`config.mk`:
```
export PLATFORM = sky130hd
export DESIGN_NAME = video_pattern_gen
export DESIGN_NICKNAME = d
export VERILOG_FILES = /design/src/rtl/video_pattern_gen.sv
export SDC_FILE = /design/constraint.sdc
export NUM_CORES = 1
export LEC_CHECK = 0
export BUFFER_PORTS_ARGS = -buffer_cell sky130_fd_sc_hd__buf_2
export CAP_MARGIN = 40
export CORE_MARGIN = 2
export CORE_UTILIZATION = 59
export DETAILED_ROUTE_END_ITERATION = 12
export PLACE_DENSITY = 0.89
export RECOVER_POWER = 100
export SYNTH_ARGS = -nofsm -noshare
export SYNTH_HDL_FRONTEND = slang
export SYNTH_SLANG_ARGS = --single-unit
export TNS_END_PERCENT = 20
```
`constraint.sdc`:
```
create_clock -name pixel_clk -period 3.26 [get_ports pixel_clk]
set_input_delay 0.163 -clock pixel_clk [delete_from_list [all_inputs] [get_ports pixel_clk]]
set_output_delay 0.163 -clock pixel_clk [all_outputs]
set_load 0.01 [all_outputs]
```
`src/rtl/video_pattern_gen.sv`:
```
`default_nettype none
// ============================================================================
// Module   : video_pattern_gen
// Purpose  : Raster timing generator with test patterns: colour bars, a
//            bitmap window fed from an external synchronous ROM, bitmap over
//            bars, and a 64-pixel grid. Counter state (S0) feeds a register
//            stage (S1) that waits for the ROM; the output register (S2)
//            merges rom_data with the carried flags. Latency is 2 clocks.
// Ports    : pixel_clk   - pixel clock, sole clock
//            sys_rst_n   - asynchronous active-low reset
//            mode        - pattern select, sampled once per frame at (0,0)
//            rom_addr    - bitmap ROM address (registered counter)
//            rom_data    - ROM q, valid one clock after rom_addr is sampled
//            video_hs/vs - syncs, active level set by SYNC_POL
//            video_de    - active video
//            video_rgb   - {R,G,B}, 8 bits each, zero outside active video
//            frame_start - one-clock pulse on the first output cycle of a frame
// Revision : 1.0 - initial release
// ============================================================================
module video_pattern_gen #(
  parameter int   H_SYNC   = 44,
  parameter int   H_BACK   = 148,
  parameter int   H_DISP   = 1920,
  parameter int   H_FRONT  = 88,
  parameter int   V_SYNC   = 5,
  parameter int   V_BACK   = 36,
  parameter int   V_DISP   = 1080,
  parameter int   V_FRONT  = 4,
  parameter logic SYNC_POL = 1'b1,
  parameter int   BAR_NUM  = 8,
  parameter int   IMG_X    = 0,
  parameter int   IMG_Y    = 0,
  parameter int   IMG_W    = 192,
  parameter int   IMG_H    = 128,
  parameter int   CW       = 2,
  parameter int   ROM_AW   = 15
) (
  input  logic              pixel_clk,
  input  logic              sys_rst_n,
  input  logic [1:0]        mode,
  output logic [ROM_AW-1:0] rom_addr,
  input  logic [3*CW-1:0]   rom_data,
  output logic              video_hs,
  output logic              video_vs,
  output logic              video_de,
  output logic [23:0]       video_rgb,
  output logic              frame_start
);

  localparam logic [11:0] H_LAST   = 12'(H_SYNC + H_BACK + H_DISP + H_FRONT - 1);
  localparam logic [11:0] V_LAST   = 12'(V_SYNC + V_BACK + V_DISP + V_FRONT - 1);
  localparam logic [11:0] H_ACT0   = 12'(H_SYNC + H_BACK);
  localparam logic [11:0] V_ACT0   = 12'(V_SYNC + V_BACK);
  localparam logic [11:0] H_SYNC_C = 12'(H_SYNC);
  localparam logic [11:0] V_SYNC_C = 12'(V_SYNC);
  localparam logic [11:0] H_DISP_C = 12'(H_DISP);
  localparam logic [11:0] V_DISP_C = 12'(V_DISP);
  localparam logic [11:0] IMG_X_C  = 12'(IMG_X);
  localparam logic [11:0] IMG_Y_C  = 12'(IMG_Y);
  localparam logic [11:0] IMG_W_C  = 12'(IMG_W);
  localparam logic [11:0] IMG_H_C  = 12'(IMG_H);
  localparam logic [11:0] BAR_W_M1 = 12'(H_DISP / BAR_NUM - 1);
  localparam logic [11:0] BAR_LAST = 12'(BAR_NUM - 1);

  // --------------------------------------------------------------------------
  // Raster counters (S0)
  // --------------------------------------------------------------------------
  logic [11:0] h_cnt;
  logic [11:0] v_cnt;

  always_ff @(posedge pixel_clk or negedge sys_rst_n) begin
    if (!sys_rst_n) begin
      h_cnt <= 12'd0;
      v_cnt <= 12'd0;
    end else if (h_cnt == H_LAST) begin
      h_cnt <= 12'd0;
      v_cnt <= (v_cnt == V_LAST) ? 12'd0 : v_cnt + 12'd1;
    end else begin
      h_cnt <= h_cnt + 12'd1;
    end
  end

  // Active coordinates use modulo-4096 subtraction: positions left of / above
  // the active area wrap to large values, so a single unsigned compare gives
  // the whole range check.
  logic [11:0] x;
  logic [11:0] y;
  logic [11:0] win_x;
  logic [11:0] win_y;
  logic        h_act;
  logic        de0;
  logic        hs0;
  logic        vs0;
  logic        frame0;
  logic        in_win0;
  logic        grid0;
  logic [1:0]  mode_sel;
  logic [1:0]  mode_r;

  assign x        = h_cnt - H_ACT0;
  assign y        = v_cnt - V_ACT0;
  assign win_x    = x - IMG_X_C;
  assign win_y    = y - IMG_Y_C;
  assign h_act    = (x < H_DISP_C);
  assign de0      = h_act && (y < V_DISP_C);
  assign hs0      = (h_cnt < H_SYNC_C);
  assign vs0      = (v_cnt < V_SYNC_C);
  assign frame0   = (h_cnt == 12'd0) && (v_cnt == 12'd0);
  assign in_win0  = de0 && (win_x < IMG_W_C) && (win_y < IMG_H_C);
  assign grid0    = (x[5:0] == 6'd0) || (y[5:0] == 6'd0);
  // The frame's first cycle already uses the newly sampled mode.
  assign mode_sel = frame0 ? mode : mode_r;

  // --------------------------------------------------------------------------
  // Bar index: a position counter inside the current bar steps the index at
  // each bar boundary; the last bar never advances so it absorbs the remainder.
  // Both clear whenever the line is outside the active span.
  // --------------------------------------------------------------------------
  logic [11:0] bar_pos;
  logic [11:0] bar_idx;

  always_ff @(posedge pixel_clk or negedge sys_rst_n) begin
    if (!sys_rst_n) begin
      bar_pos <= 12'd0;
      bar_idx <= 12'd0;
    end else if (!h_act) begin
      bar_pos <= 12'd0;
      bar_idx <= 12'd0;
    end else if ((bar_pos == BAR_W_M1) && (bar_idx != BAR_LAST)) begin
      bar_pos <= 12'd0;
      bar_idx <= bar_idx + 12'd1;
    end else begin
      bar_pos <= bar_pos + 12'd1;
    end
  end

  function automatic logic [23:0] bar_colour(input logic [2:0] idx);
    case (idx)
      3'd0:    bar_colour = 24'hFFFFFF;
      3'd1:    bar_colour = 24'hFFFF00;
      3'd2:    bar_colour = 24'h00FFFF;
      3'd3:    bar_colour = 24'h00FF00;
      3'd4:    bar_colour = 24'hFF00FF;
      3'd5:    bar_colour = 24'hFF0000;
      3'd6:    bar_colour = 24'h0000FF;
      default: bar_colour = 24'h000000;
    endcase
  endfunction

  // --------------------------------------------------------------------------
  // Frame mode latch and ROM address counter
  // --------------------------------------------------------------------------
  always_ff @(posedge pixel_clk or negedge sys_rst_n) begin
    if (!sys_rst_n) begin
      mode_r   <= 2'd0;
      rom_addr <= '0;
    end else begin
      mode_r <= mode_sel;
      if (frame0) begin
        rom_addr <= '0;
      end else if (in_win0) begin
        rom_addr <= rom_addr + 1'b1;
      end
    end
  end

  // --------------------------------------------------------------------------
  // S1: carry everything that must meet rom_data one clock later
  // --------------------------------------------------------------------------
  logic        hs1;
  logic        vs1;
  logic        de1;
  logic        win1;
  logic        grid1;
  logic        fs1;
  logic [1:0]  mode1;
  logic [23:0] bar1;

  always_ff @(posedge pixel_clk or negedge sys_rst_n) begin
    if (!sys_rst_n) begin
      hs1   <= 1'b0;
      vs1   <= 1'b0;
      de1   <= 1'b0;
      win1  <= 1'b0;
      grid1 <= 1'b0;
      fs1   <= 1'b0;
      mode1 <= 2'd0;
      bar1  <= 24'd0;
    end else begin
      hs1   <= hs0;
      vs1   <= vs0;
      de1   <= de0;
      win1  <= in_win0;
      grid1 <= grid0;
      fs1   <= frame0;
      mode1 <= mode_sel;
      bar1  <= bar_colour(bar_idx[2:0]);
    end
  end

  // --------------------------------------------------------------------------
  // Component expansion: output bit 7-i takes component bit CW-1-(i mod CW),
  // i.e. the component is repeated MSB-first until 8 bits are filled.
  // --------------------------------------------------------------------------
  logic [7:0] bmp_r;
  logic [7:0] bmp_g;
  logic [7:0] bmp_b;

  generate
    for (genvar i = 0; i < 8; i++) begin : g_expand
      assign bmp_r[7-i] = rom_data[2*CW + CW - 1 - (i % CW)];
      assign bmp_g[7-i] = rom_data[CW + CW - 1 - (i % CW)];
      assign bmp_b[7-i] = rom_data[CW - 1 - (i % CW)];
    end
  endgenerate

  logic [23:0] pix;

  always_comb begin
    pix = 24'd0;
    if (de1) begin
      case (mode1)
        2'd0:    pix = bar1;
        2'd1:    pix = win1 ? {bmp_r, bmp_g, bmp_b} : 24'd0;
        2'd2:    pix = win1 ? {bmp_r, bmp_g, bmp_b} : bar1;
        default: pix = grid1 ? 24'hFFFFFF : 24'd0;
      endcase
    end
  end

  // --------------------------------------------------------------------------
  // S2: output registers
  // --------------------------------------------------------------------------
  always_ff @(posedge pixel_clk or negedge sys_rst_n) begin
    if (!sys_rst_n) begin
      video_hs    <= ~SYNC_POL;
      video_vs    <= ~SYNC_POL;
      video_de    <= 1'b0;
      video_rgb   <= 24'd0;
      frame_start <= 1'b0;
    end else begin
      video_hs    <= hs1 ? SYNC_POL : ~SYNC_POL;
      video_vs    <= vs1 ? SYNC_POL : ~SYNC_POL;
      video_de    <= de1;
      video_rgb   <= pix;
      frame_start <= fs1;
    end
  end

endmodule
`default_nettype wire

```
After elaboration in Yosys (flattened, before gate mapping)
Index checks and enable logic that the tools add are counted.
- output and inout bits: 43
- ROM bits: 0
- bits in latches: 0
- bits in writable memories: 0
- word-level logic and storage cells: 73
- memories: 0
- register bits: 123
- multiply operators: 0
- order comparisons: 6
- reductions and logical operators: 13
- bitwise logic cells: 0
- add/subtract/negate cells: 7
- divide/modulo/power cells: 0
- eq/ne operators: 13
- mux-type cells: 16
- shifts and indexed selects: 0
- operator list (kind ; number):
    $pmux W24 S7 ; 1
    $mux W24 ; 4
    $mux W12 ; 6
    $pmux W24 S3 ; 1
    $add A12 B1 Y12 const B ; 4
    $mux W15 ; 2
    $logic_not A12 Y1 ; 2
    $lt A12 B11 Y1 const B ; 2
    $lt A12 B8 Y1 const B ; 2
    $add A15 B1 Y15 const B ; 1
    $eq A12 B11 Y1 const B ; 1
    $eq A12 B12 Y1 const B ; 1
    $eq A12 B8 Y1 const B ; 1
    $logic_not A6 Y1 ; 2
    $lt A12 B3 Y1 const B ; 1
    $lt A12 B6 Y1 const B ; 1
    $ne A12 B3 Y1 const B ; 1
    $sub A12 B6 Y12 const B ; 1
    $sub A12 B8 Y12 const B ; 1
    $eq A3 B3 Y1 const B ; 3
    $eq A3 B2 Y1 const B ; 2
    $logic_and A1 B1 Y1 ; 5
    $eq A3 B1 Y1 const B ; 1
    $logic_not A3 Y1 ; 1
    7 further kinds ; 8

Depth between registers and ports, before layout
- word-level depth: 7
- mapped depth: 9
- gate-level depth less buffers: 8

Worst setup path after synthesis
OpenSTA, ideal clock, no wires.
- kind: register to register
- from: reg v_cnt[0]
- to: reg rom_addr[7]
- clock period less this slack: 2.485 ns
- data required time: 3.140 ns
- buffers on the path: 1
- path slack: 0.775 ns
- data arrival time: 2.365 ns
- cell stages (with the launch flop): 10
- cells stage by stage: dfrtp_1 inv_1 ha_1 nor2b_2 o311a_1 o32ai_1 o21ai_1 or2_1 buf_2 a31o_2
- cells in the longest elaborated chain, start to end: 6
- elaborated cells on any way between the ends: 10
- those cells by class: add/sub (1); order compare (2); mux (1); reduce/logical (6)
- RTL lines (what ; RTL line ; text):
    from (decl) ; 69 ; logic [11:0] v_cnt;
    from (signal assigned) ; 77 ; v_cnt <= (v_cnt == V_LAST) ? 12'd0 : v_cnt + 12'd1;
    $sub A12 B6 Y12 ; 101 ; assign y = v_cnt - V_ACT0;
    $lt A12 B11 Y1 ; 105 ; assign de0 = h_act && (y < V_DISP_C);
    $logic_and A1 B1 Y1 ; 105 ;
    $logic_and A1 B1 Y1 (2 in a row) ; 109 ; assign in_win0 = de0 && (win_x < IMG_W_C) && (win_y < IMG_H_C);
    $reduce_bool A2 Y1 (no source line) ; n/a ;
    to (signal assigned) ; 162 ; rom_addr <= rom_addr + 1'b1;
    to (decl) ; 41 ; output logic [ROM_AW-1:0] rom_addr,
Parallel ways exist; a longest one is shown, timed or not.
A chain may end at the register's enable or synchronous reset.

Final worst setup path
Ends and elaborated chain as after synthesis.

==> results by stage <==
Run status:
- The flow ran to the end, but the final reports show violations.
- The final reports fail on max-capacitance violations, max-slew violations.

Critical path:
- The cell count of the worst reg-to-reg path is 8.
- Together, buffers and inverters on the worst path number 1.
- STA puts the critical path data required time at 3.52 ns.
- The destination of the worst register-to-register timing path is rom_addr[7].
- Walking the worst path, the cells encountered are inv_1 > ha_1 > nor2b_2 > o311a_1 > o32ai_1 > o21ai_1 > or2_1 > a31o_2.
- The slowest stage of the critical path is the sky130_fd_sc_hd__dfrtp_1 cell.
- The gate family responsible for the most delay along the worst path is compound AO/OA/AOI/OAI gates.
- For this run, the slowest stage of the critical path takes 0.48 ns.
- For the worst setup path, the data arrival time is roughly 3.1 ns.
- The largest fanout on the critical path is 10.
- By startpoint and endpoint, the worst setup path is classified as reg -> reg.
- The nature of the critical path startpoint is a flip-flop.
- The beginning of the worst register-to-register path is v_cnt[0].
- The worst setup path is captured at a flip-flop.
- For flop-to-flop paths, the worst setup slack is 0.42 ns.

Power and ir drop:
- Combinational logic burns 1.8% of the power.
- For this design the total switching power over the nets is 0.0004448 W.
- The clock network accounts for between 40% and 50% of the total power.
- The maximum vdd drop is 202.4 µV.
- The fraction of power spent switching nets is 23.90%.
- Cell internal power was estimated by the tool at ~0.0014 W.
- For this design the static power due to leakage is just over 2 nW.
- The areal power density over the cells is ~360 mW/mm².
- Of the total power, registers draw a little under three fifths.

Synth:
- After synthesis the cells add up to between 0.004 and 0.005 mm².
- The number of synthesized register bits is 84.
- In the synthesized netlist the dominant register cell turns out to be sky130_fd_sc_hd__dfrtp_1.
- Sequential cells were found to cover 43.84% of the synthesized design area.
- After synthesis, the mean cell area works out to 9.150 µm².
- The synthesized instance count is 524.
- The number of distinct library cell variants in the gate-level netlist after synthesis is 56.
- When the netlist entered floorplanning its net count stood at 550.
- Yosys printed 0 warnings.
- The proportion of register bits with asynchronous set or reset after synthesis is between 90% and 100%.
- The number of enable flip-flop cells after synthesis is 0.

Timing:
- Setup repair after global routing left no endpoint under its margin.
- The time the final worst path needs with I/O delays and setup is roughly 2.8 ns.
- Adding up every negative setup slack in the final design gives 0 ns.
- The final max-slew violation count is 65.
- Hold timing on the final database bottoms out at a slack of about 0.025 ns.
- The clock skew after layout is ~0.016 ns.
- The final hold violation count was 0.
- The actual transition at the worst max-transition pin is 1.528 ns.
- The portion of the clock cycle consumed by the worst path in the final layout is 87.14%.
- Setup violations remaining at the end of the flow were counted as 0.
- Derived from the worst setup path, the maximum achievable clock frequency is around 350 MHz.
- The tightest slew margin relative to the limit is -1.871%.

Clock network:
- The tree built by TritonCTS fans out to 84 sinks.
- The maximum root-to-sink buffer count is 2.
- TritonCTS built the clock tree.
- The clock slew at the register clock pins of the worst setup and hold paths is about 0.090 ns.
- The clock root buffer is sky130_fd_sc_hd__clkbuf_8.
- After clock tree synthesis, the setup repair step added 0 buffers.
- The clock latency at the later pin of the worst-skew pair is 0.37 ns.
- TritonCTS created 9 clock buffers.
- In this run the number of H-tree levels came out at 3.

Finish:
- The post-route netlist has 6.452% of its cells at a drive strength greater than 1.
- The number of fillers in the final layout is just over 600.
- The utilization after layout is 65.51%.
- The multi-input combinational cells in the finished layout cover a total of 0.002361 mm².
- The layout overhead on the synthesized area is 6.681%.
- 0 antenna diodes ended up in the layout.
- The net total in the final layout is 579.
- The total area of sequential cells is 0.002102 mm².

Die:
- The number of core rows is 32.
- The initial standard-cell utilization of the core is 61.41%.
- The chip width is between 90 and 100 µm.
- In this run the vertical extent of the chip is 94.15 µm.
- The die covers roughly 0.0089 mm².
- The number of top-level pins is 53.
- The placeable core region is 0.007807 mm².

Min path:
- The terminating pin of the worst hold path is mode1[0].
- The worst hold path passes through 3 cells.
- The tightest min-delay check is of the in -> reg type.
- In this run the most critical hold path is launched from mode[0].

Detailed routing:
- The detailed router finished its first iteration with a little under 300 violations.
- The wire length after detailed routing is 10180 µm.
- The via density per instance is 6.032.
- In the final routed layout, each cell accounts on average for 15.43 µm.
- The DRC violation count after routing is 0.
- The count of vias placed by the detailed router is ~4000.
- In this run the remaining antenna-violating nets after routing total 0.
- The count of TritonRoute iterations in the first routing pass is 5.

Place:
- The total half-perimeter wirelength after legalization and detailed placement is 6935 µm.
- The number of I/O port buffers is 52.
- The global placer's final weighted congestion is 0.8408.

Global routing:
- Across every metal layer, demand over resource in global routing totals 24.38%.
- The number of antenna violations at the first check in global routing is 0.
- The maximum number of pins on one net before global-route repair is 65.
- The global-route congestion overflow total is 0.
- The number of global-route vias before repair is 3764.
- The wire length of the first global-routing pass is approximately 17000 µm.

Flow run:
- The tool flagged a number of max-cap violations equal to 1.
==> state kept, by name, indices dropped and copies added (netlist names) <==
signal,cells
bar_pos,12
video_hs,1
rom_addr,15
v_cnt,12
frame_start,1
bar_idx,12
grid1,1
video_vs,1
video_rgb,6
win1,1
h_cnt,12
bar1,3
de1,1
hs1,1
mode1,2
vs1,1
fs1,1
video_de,1
==> placed cells by master, fill, tap and decap left out, types with 3 or more instances in the layout <==
cell,instances
sky130_fd_sc_hd__dfrtp_1,84
sky130_fd_sc_hd__nand2_1,49
sky130_fd_sc_hd__nor2_1,48
sky130_fd_sc_hd__clkbuf_1,44
sky130_fd_sc_hd__o21ai_0,29
sky130_fd_sc_hd__xnor2_1,26
sky130_fd_sc_hd__nand3_1,22
sky130_fd_sc_hd__inv_1,20
sky130_fd_sc_hd__nor3_1,17
sky130_fd_sc_hd__a21oi_1,16
sky130_fd_sc_hd__ha_1,16
sky130_fd_sc_hd__xor2_1,14
sky130_fd_sc_hd__nand4_1,14
sky130_fd_sc_hd__nor4_1,13
sky130_fd_sc_hd__nand2b_1,13
sky130_fd_sc_hd__or3_1,9
sky130_fd_sc_hd__clkbuf_8,9
sky130_fd_sc_hd__and2_1,8
sky130_fd_sc_hd__nor2b_1,8
sky130_fd_sc_hd__a31oi_1,8
sky130_fd_sc_hd__buf_2,8
sky130_fd_sc_hd__a31o_1,7
sky130_fd_sc_hd__a211oi_1,7
sky130_fd_sc_hd__and3_1,6
sky130_fd_sc_hd__o31ai_1,5
sky130_fd_sc_hd__or2_2,4
sky130_fd_sc_hd__or4_1,4
sky130_fd_sc_hd__a211o_1,3
sky130_fd_sc_hd__mux2i_1,3
==> worst max path at each step <==
stage                          from  depth (start not counted)          end  slack [ns]
after floorplan            v_cnt[0]                          9  rom_addr[7]        0.77
after global placement     h_cnt[6]                          6  rom_addr[7]        0.52
after detailed placement   h_cnt[6]                          6  rom_addr[7]        0.45
after CTS                  h_cnt[6]                          6  rom_addr[7]        0.43
after global routing      sys_rst_n                          3     h_cnt[7]        0.11
final                      v_cnt[0]                          8  rom_addr[7]        0.42
==> synthesized netlist by cell type (4+ instances only) <==
master / count / area share (%)
sky130_fd_sc_hd__a211oi_1: 7 / 1.1
sky130_fd_sc_hd__a21oi_1: 16 / 1.7
sky130_fd_sc_hd__a31o_1: 5 / 0.91
sky130_fd_sc_hd__a31o_2: 4 / 0.73
sky130_fd_sc_hd__a31oi_1: 8 / 1.0
sky130_fd_sc_hd__and2_1: 9 / 1.2
sky130_fd_sc_hd__and3_1: 6 / 0.78
sky130_fd_sc_hd__buf_2: 4 / 0.42
sky130_fd_sc_hd__buf_4: 18 / 2.8
sky130_fd_sc_hd__clkbuf_1: 15 / 1.2
sky130_fd_sc_hd__dfrtp_1: 84 / 44
sky130_fd_sc_hd__ha_1: 16 / 4.2
sky130_fd_sc_hd__inv_1: 20 / 1.6
sky130_fd_sc_hd__nand2_1: 49 / 3.8
sky130_fd_sc_hd__nand2b_1: 13 / 1.7
sky130_fd_sc_hd__nand3_1: 22 / 2.3
sky130_fd_sc_hd__nand4_1: 14 / 1.8
sky130_fd_sc_hd__nor2_1: 48 / 3.8
sky130_fd_sc_hd__nor2b_1: 8 / 1.0
sky130_fd_sc_hd__nor3_1: 14 / 1.5
sky130_fd_sc_hd__nor4_1: 13 / 1.7
sky130_fd_sc_hd__o21ai_0: 29 / 3.0
sky130_fd_sc_hd__o31ai_1: 5 / 0.78
sky130_fd_sc_hd__or2_2: 4 / 0.52
sky130_fd_sc_hd__or3_1: 8 / 1.0
sky130_fd_sc_hd__or4_1: 4 / 0.63
sky130_fd_sc_hd__xnor2_1: 26 / 4.7
sky130_fd_sc_hd__xor2_1: 14 / 2.6
==> power groups by stage <==
| stage | clock, W | sequential [W] | combinational, W |
|---|---|---|---|
| finish | 0.000782 | 0.00105 | 0.0000332 |
| CTS | 0.000801 | 0.00105 | 0.0000397 |
| global route | 0.000840 | 0.00105 | 0.0000400 |
| floorplan | 0 | 0.00106 | 0.00000694 |
| global placement | 0 | 0.00107 | 0.0000320 |
| detailed placement | 0 | 0.00107 | 0.0000377 |
==> metal layers <==
metal | GRT usage [%] | routed length (µm)
met3 | 5.457 | 663
met5 | 0 | 0
met2 | 40.36 | 4983
met1 | 30.44 | 4317
met4 | 11.11 | 219
==> worst reg2reg max path, cell delays in order, from the launching register on <==
cell	delay (ns)
sky130_fd_sc_hd__dfrtp_1	0.48
sky130_fd_sc_hd__inv_1	0.11
sky130_fd_sc_hd__ha_1	0.27
sky130_fd_sc_hd__nor2b_2	0.22
sky130_fd_sc_hd__o311a_1	0.36
sky130_fd_sc_hd__o32ai_1	0.32
sky130_fd_sc_hd__o21ai_1	0.26
sky130_fd_sc_hd__or2_1	0.43
sky130_fd_sc_hd__a31o_2	0.30
==> per-stage QoR <==
step | area [µm²] | total power (W) | setup WS, ns | std cells
after global routing | 5115 | 0.001927 | 0.1114 | 660
after floorplan | 4795 | 0.001072 | 0.7749 | 524
after CTS | 5220 | 0.001886 | 0.4337 | 660
after detailed placement | 4994 | 0.001104 | 0.4454 | 642
after global placement | 4966 | 0.001098 | 0.5245 | 641
final | 5115 | 0.001861 | 0.4192 | 660
==> cell families (layout without fill, tap and decap cells) <==
group,count (synthesis),after routing,synth area share [%]
adder cells (fa/ha/maj),16,16,4.175
XOR/XNOR,40,40,7.307
multiplexers,3,3,0.6263
AND/OR/NAND/NOR,229,229,25.03
AO/OA/AOI/OAI,93,93,12.58
flip-flops,84,84,43.84
buffers and inverters,59,93,6.446
==> timing repair <==
action                     CTS  global route
resized for setup            0             0
hold buffers                 2             0
setup endpoints to repair    0             0
hold endpoints to repair    21             0
==> area by class of cell <==
| class | instances | share of cell area (%) |
|---|---|---|
| Multi-Input combinational cell | 381 | 46.16 |
| Sequential cell | 84 | 41.10 |
| Timing Repair Buffer | 57 | 4.746 |
| Tap cell | 102 | 2.495 |
| Clock buffer | 9 | 2.422 |
| Clock inverter | 7 | 1.614 |
| Inverter | 20 | 1.468 |
No activity file was read; power rests on OpenSTA's default activity.
